<file path="config.mk">
export PLATFORM = sky130hd
export DESIGN_NAME = alu_issue_ctrl
export DESIGN_NICKNAME = d
export VERILOG_FILES = /design/src/rtl/alu_issue_ctrl.sv
export SDC_FILE = /design/constraint.sdc
export NUM_CORES = 1
export LEC_CHECK = 0
export ABC_AREA = 1
export CAP_MARGIN = 40
export CORE_MARGIN = 5
export CORE_UTILIZATION = 35
export CTS_BUF_LIST = sky130_fd_sc_hd__clkbuf_8
export DETAILED_ROUTE_END_ITERATION = 10
export DONT_BUFFER_PORTS = 1
export GPL_TIMING_DRIVEN = 0
export PLACE_DENSITY = 0.47
export SYNTH_ARGS = -nofsm -noshare
export SYNTH_HDL_FRONTEND = slang
export SYNTH_SLANG_ARGS = --single-unit
export TNS_END_PERCENT = 10
</file>
<file path="constraint.sdc">
create_clock -name clk -period 2.25 [get_ports clk]
set_input_delay 0.3375 -clock clk [delete_from_list [all_inputs] [get_ports clk]]
set_output_delay 0.3375 -clock clk [all_outputs]
set_load 0.01 [all_outputs]
</file>
<file path="src/rtl/alu_issue_ctrl.sv">
// Issue controller for the 16-bit ALU: owns the register file, launches
// register-to-register ops over valid/ready, and retires results and flags.
module alu_issue_ctrl #(
    parameter int DATA_W = 16,
    parameter int NREGS  = 8,
    parameter int REG_AW = 3
) (
    input  logic              clk,
    input  logic              reset,
    input  logic              req_valid,
    output logic              req_ready,
    input  logic [2:0]        req_op,
    input  logic [REG_AW-1:0] req_rd,
    input  logic [REG_AW-1:0] req_rs1,
    input  logic [REG_AW-1:0] req_rs2,
    input  logic              wr_en,
    input  logic [REG_AW-1:0] wr_addr,
    input  logic [DATA_W-1:0] wr_data,
    input  logic [REG_AW-1:0] rd_addr,
    output logic [DATA_W-1:0] rd_data,
    output logic [DATA_W-1:0] alu_a,
    output logic [DATA_W-1:0] alu_b,
    output logic [2:0]        alu_opcode,
    input  logic [DATA_W-1:0] alu_out,
    input  logic              alu_z,
    input  logic              alu_n,
    input  logic              alu_c,
    input  logic              alu_o,
    output logic [3:0]        flags,
    output logic              done,
    output logic              err
);

    typedef enum logic {
        IDLE = 1'b0,
        EXEC = 1'b1
    } state_t;

    state_t            state, state_nxt;
    logic [DATA_W-1:0] regs [NREGS];
    logic [REG_AW-1:0] rd_q;
    logic              accept;
    logic              op_ok;

    assign accept  = req_valid && req_ready;
    assign op_ok   = (req_op == 3'b000) || (req_op == 3'b001);
    assign rd_data = regs[rd_addr];

    // NOTE: all sequential state uses non-blocking assignments so every
    // register samples pre-edge values, independent of statement order.
    always_ff @(posedge clk) begin
        if (reset) state <= IDLE;
        else       state <= state_nxt;
    end

    // NOTE: next-state defaults to the current state first so no path
    // through the case leaves state_nxt unassigned (no inferred latch).
    always_comb begin
        state_nxt = state;
        case (state)
            IDLE: if (accept && op_ok) state_nxt = EXEC;
            EXEC: state_nxt = IDLE;
            default: state_nxt = IDLE;
        endcase
    end

    always_comb begin
        req_ready = (state == IDLE) && !reset;
    end

    // NOTE: the register file is cleared on reset because software relies on
    // all registers reading zero afterwards; this rules out a RAM macro.
    always_ff @(posedge clk) begin
        if (reset) begin
            for (int i = 0; i < NREGS; i++) regs[i] <= '0;
            alu_a      <= '0;
            alu_b      <= '0;
            alu_opcode <= 3'b000;
            flags      <= 4'b0000;
            done       <= 1'b0;
            err        <= 1'b0;
            rd_q       <= '0;
        end else begin
            done <= 1'b0;
            err  <= 1'b0;

            if (wr_en) regs[wr_addr] <= wr_data;

            if (accept) begin
                rd_q <= req_rd;
                if (op_ok) begin
                    alu_a      <= regs[req_rs1];
                    alu_b      <= regs[req_rs2];
                    alu_opcode <= req_op;
                end else begin
                    done <= 1'b1;
                    err  <= 1'b1;
                end
            end

            // Placed after the preload so the writeback wins an address collision.
            if (state == EXEC) begin
                regs[rd_q] <= alu_out;
                flags      <= {alu_z, alu_n, alu_c, alu_o};
                done       <= 1'b1;
            end
        end
    end

endmodule

</file>
== Word level (Yosys, flattened, before mapping) ==
Memory sizes are Yosys's and may differ from the RTL's. A register that Yosys moved wholly into a read port is not among the register bits.
Cells that the tools add are included.

* Shift-type cells: 0
* Muxes and demuxes: 19
* Magnitude comparators: 0
* Equal/unequal tests: 1
* Div/mod/pow operators: 0
* Reduce and logical (&&, ||, !) cells: 9
* Add/sub/neg operators: 0
* $mul: 0
* Bitwise logic cells: 1

{| class="wikitable"
|+ Operators with widths
! cell !! number
|-
| 16-bit two-way mux || 2
|-
| 16-bit OR reduction || 2
|-
| 1-bit two-way mux || 14
|-
| 3-bit two-way mux || 2
|-
| 3-bit by 1-bit == test with 1-bit output, second input constant || 1
|-
| 1-bit logical AND || 3
|-
| 3-bit logical NOT || 1
|-
| 1-bit case mux with 2 select lines || 1
|-
| 2-bit AND reduction || 1
|-
| 1-bit logical NOT || 1
|-
| 1-bit logical OR || 1
|-
| 1-bit NOT || 1
|}

* Register bits: 13
* Input bits: 58
* Bits in writable memories: 128
* Memory bits (read-only): 0
* Bits in latches: 0
* Word-level logic and storage cells: 37
* Memories kept: 1

{| class="wikitable"
|+ Memories
! memory !! words !! width !! rd ports !! clocked after memory_dff !! wr ports !! RTL line !! text
|-
| regs || 8 || 16 || 3 || 2 || 8 || 40 || <nowiki>logic [DATA_W-1:0] regs [NREGS];</nowiki>
|}

== Logic depth before layout (Yosys ltp) ==
* Depth after elaboration: 6
* Mapped depth: 8

== Worst setup path before layout ==
Ideal clock, no wire load.

* Path type: input port to flip-flop
* Start point: input port reset
* End point: memory regs[6][0], enable pin
* Required time: 1.878 ns
* Cell stages on the path: 7
* Setup time: 0.372 ns
* Slack: 0.346 ns
* Buffers on the path: 2
* Data arrival time: 1.533 ns
* Path through: buf_2 -> inv_4 -> nand2_4 -> nor2_8 -> nand3_4 -> buf_6 -> nand2_1

{| class="wikitable"
|+ RTL lines
! element !! RTL line !! text
|-
| start, declared || 9 || <nowiki>input logic reset,</nowiki>
|-
| end, declared || 40 ||
|}

== Worst setup path in the final report ==
* Start point: input port rd_addr[1]
* End point: output port rd_data[12]

* Word-level cells in the longest chain between the ends: 1

{| class="wikitable"
|+ Ends and longest elaborated chain
! element !! RTL line !! text
|-
| start, declared || 19 || <nowiki>input logic [REG_AW-1:0] rd_addr,</nowiki>
|-
| memory read 8 x 16 bit || -- ||
|-
| end, declared || 20 || <nowiki>output logic [DATA_W-1:0] rd_data,</nowiki>
|}

Every way passes these cells.

==> flow_summary.toml <==
[floorplan]
ioPinCount = 116
die_area_mm2 = 0.0337
start_util_pct = 35.5
fp-row-count = 63
die_w_um = 184
coreArea_mm2 = 0.0297
die_y_um = 184

[setup_path]
crit_chain = "clkbuf_1 -> inv_1 -> clkbuf_1 -> a21oi_1 -> o21ai_0 -> nand3_1 -> o21a_1"
rr_worst_depth = 5
crit_path_end_kind = "output port"
slowest_delay_ps = 310
crit_path_max_fanout = 10
startpoint_type = "primary input"
path_common_cell = "clkbuf_1"
worstSetupPathType = "in -> out"
cp_slowest_cell = "clkbuf_1"
required_ps = 1910
crit_arrival_ps = 1740

[route]
drt_iter0_drc = 1472
drt-pass1-iter-count = 5
viasPerCell = 5.66
wirelength_um = 45000
vias = 10300
detail_route.wl_per_cell_um = 24.8
drcViolationCount = 0
ant_nets = 0

[power_and_ir_drop]
switching_share_pct = 34.0
ir_drop_mv = 0.455
power.internal_mw = 4.71
p_switching_mw = 2.42
p_total_mw = 7.13
p_per_area_mw_per_mm2 = 618
p_leak_nw = 5.09
clkPwrFrac_pct = 31.2
seqPwrFrac_pct = 51.2
combPwrFrac_pct = 17.5

[final_layout]
syn_to_final_growth_pct = 9.29
fillCellCount = 3133
diodes = 0
drive_above_1_share_pct = 6.96
final_area_mm2 = 0.0115
final_nets = 1468

[synth]
avgSynthCellArea_um2 = 7.63
synth-adder-area-share_pct = 0
synth_xor_xnor_area_share_pct = 0
synth_edf_count = 128
yosysMostFrequentCell = "nand2_1"
synthesis.area_mm2 = 0.0105
synth_top_family_by_area = "simple AND/OR/NAND/NOR gates"
syn_inst = 1382
synthMuxAreaShare_pct = 0
yosysTopAreaCellShare_pct = 36.4
synth_top_area_cell = "edfxtp_1"
synthArstFlopShare_pct = 0
ys_top_cells_by_count = "330 x nand2_1, 214 x nand3_1, 178 x inv_1, 128 x edfxtp_1, 127 x o22ai_1"
synth_area_leaders = "edfxtp_1 36%, nand2_1 12%, nand3_1 10%, dfxtp_1 8.5%, o22ai_1 7.5%"
syn_nets = 1440
synthSimpleGateAreaFrac_pct = 24.9
yosys_warnings = 0
ys_seq_elements = 173
ys_types = 25
ys.flop_type = "edfxtp_1"
ys_seq_area_share_pct = 45.0
synth_compound_area_share_pct = 19.0

[sta]
maxSlewHeadroom_pct = 38.9
finalWorstSetupSlack_ps = 169
period_needed_ps = 2080
fin_crit_sh_pct = 92.5
clock_skew_ps = 18.8
fmax_mhz = 480
rsz0062_at_grt = "false"
setup_viol = 0
final_hold_viol_count = 0
drv_slew = 0
worst_slew_pin_slew_ps = 917

[clock_tree]
clkSinkCount = 173
clk_latency_ps = 510
ctsHtreeMaxLevel = 4
numCtsBuffers = 17
postCtsSetupBuffers = 0
cts_buffer_depth = 2
cts_tree = "built"
path_clk_slew_ps = 90
root_buffer = "clkbuf_8"

[grt]
grt-ovfl-total = 0
grt_usage_pct = 26.3
first_global_vias = 9535
grt_start_max_net_pins = 19
grt_pass1_wl_um = 65300
antenna_found_initial = 0

[outcome]
status = "completed"

[place]
gp_congestion = 0.982
port_buffers = 0
hpwlAfterDp_um = 35200
pre_cts_ws_ps = -214
postPlaceCellArea_mm2 = 0.0110

[hold_path]
hp-class = "in -> reg"
min_path_cells = 2

[flow_run]
cap_viol_max_count = 0
-- what timing repair did --
item	4_1_cts	5_1_grt
endpoints found under the setup margin	19	96
endpoints found under the hold margin	8	0
hold buffers	9	0
gates cloned	0	0
resized for setup	2	6
-- critical path: cells and delay by family --
kind | cells | cell delay, ps
buffers and inverters | 3 | 710
AOI/OAI and AO/OA | 3 | 600
and+or+nand+nor | 1 | 90
-- cells by family after synthesis --
kind of cell / after synthesis
simple gates: 585
buf+inv: 280
flops: 173
compound gates: 344
-- final cells by class --
class	instances	area (um2)	share of cell area [%]
multi-input cells	929	4660	40.4
inverters	183	689	5.98
clock inverters	15	148	1.28
plain buffers	97	478	4.15
flip-flops and latches	173	4740	41.2
repair buffers	9	90.1	0.782
well taps	390	488	4.23
clock buffers	17	234	2.03
-- layer usage --
layer,vias to the layer above,routed length [um],GRT usage [%]
met5,-,0,0
met4,0,1030,7.60
met3,63,4200,5.46
met2,568,19100,38.5
met1,4849,20600,39.1
li1,4785,-,-
-- power groups by stage --
stage	Sequential (mW)	Clock, mW	Combinational [mW]
finish	3.65	2.23	1.25
global route	3.67	2.41	1.35
CTS	3.65	2.28	1.22
detailed placement	3.73	0	1.20
global placement	3.72	0	1.20
floorplan	3.68	0	0.787
-- placed cells by master (no fill, tap or decap), types with 6 or more instances in the layout --
master         netlist  layout
clkbuf_1            50      50
o21ai_0             67      67
dlygate4sd3_1        0       9
a21oi_1            101     101
buf_2               19      19
nand3_1            214     214
nand2_2              6      14
nand2_4              9       9
o21a_1              16      16
nor2_1              18      18
nand2_1            330     322
dfxtp_1             45      45
inv_6                0       6
buf_1               16      16
edfxtp_1           128     128
o21bai_1            32      32
clkbuf_8             0      17
inv_1              178     178
o22ai_1            127     127
buf_6               12      12
-- state kept, by name (all words and copies together), names as in the netlist --
register,flops
regs,128
state,1
rd_q,3
alu_opcode,3
err,1
alu_a,16
alu_b,16
flags,4
done,1
-- worst paths after layout --
check	from	endpoint	slack, ps
setup / recovery	rd_addr[1]	rd_data[12]	170
hold / removal	req_rd[2]	rd_q[2]	70
setup reg to reg	state	regs[7][2]	290
hold reg to reg	flags[0]	flags[0]	510
-- stage by stage --
stage | instances | util [%] | hold WS (ps) | TNS, ps
floorplan | 1382 | - | 470 | 0
global placement | 1772 | 37.1 | 481 | -21990
detailed placement | 1772 | 37.1 | 487 | -23890
CTS | 1813 | 38.7 | 41.3 | 0
global route | 1813 | 38.8 | 61.0 | 0
finish | 1813 | 38.8 | 67.7 | 0
No activity file was read; power rests on OpenSTA's default activity.
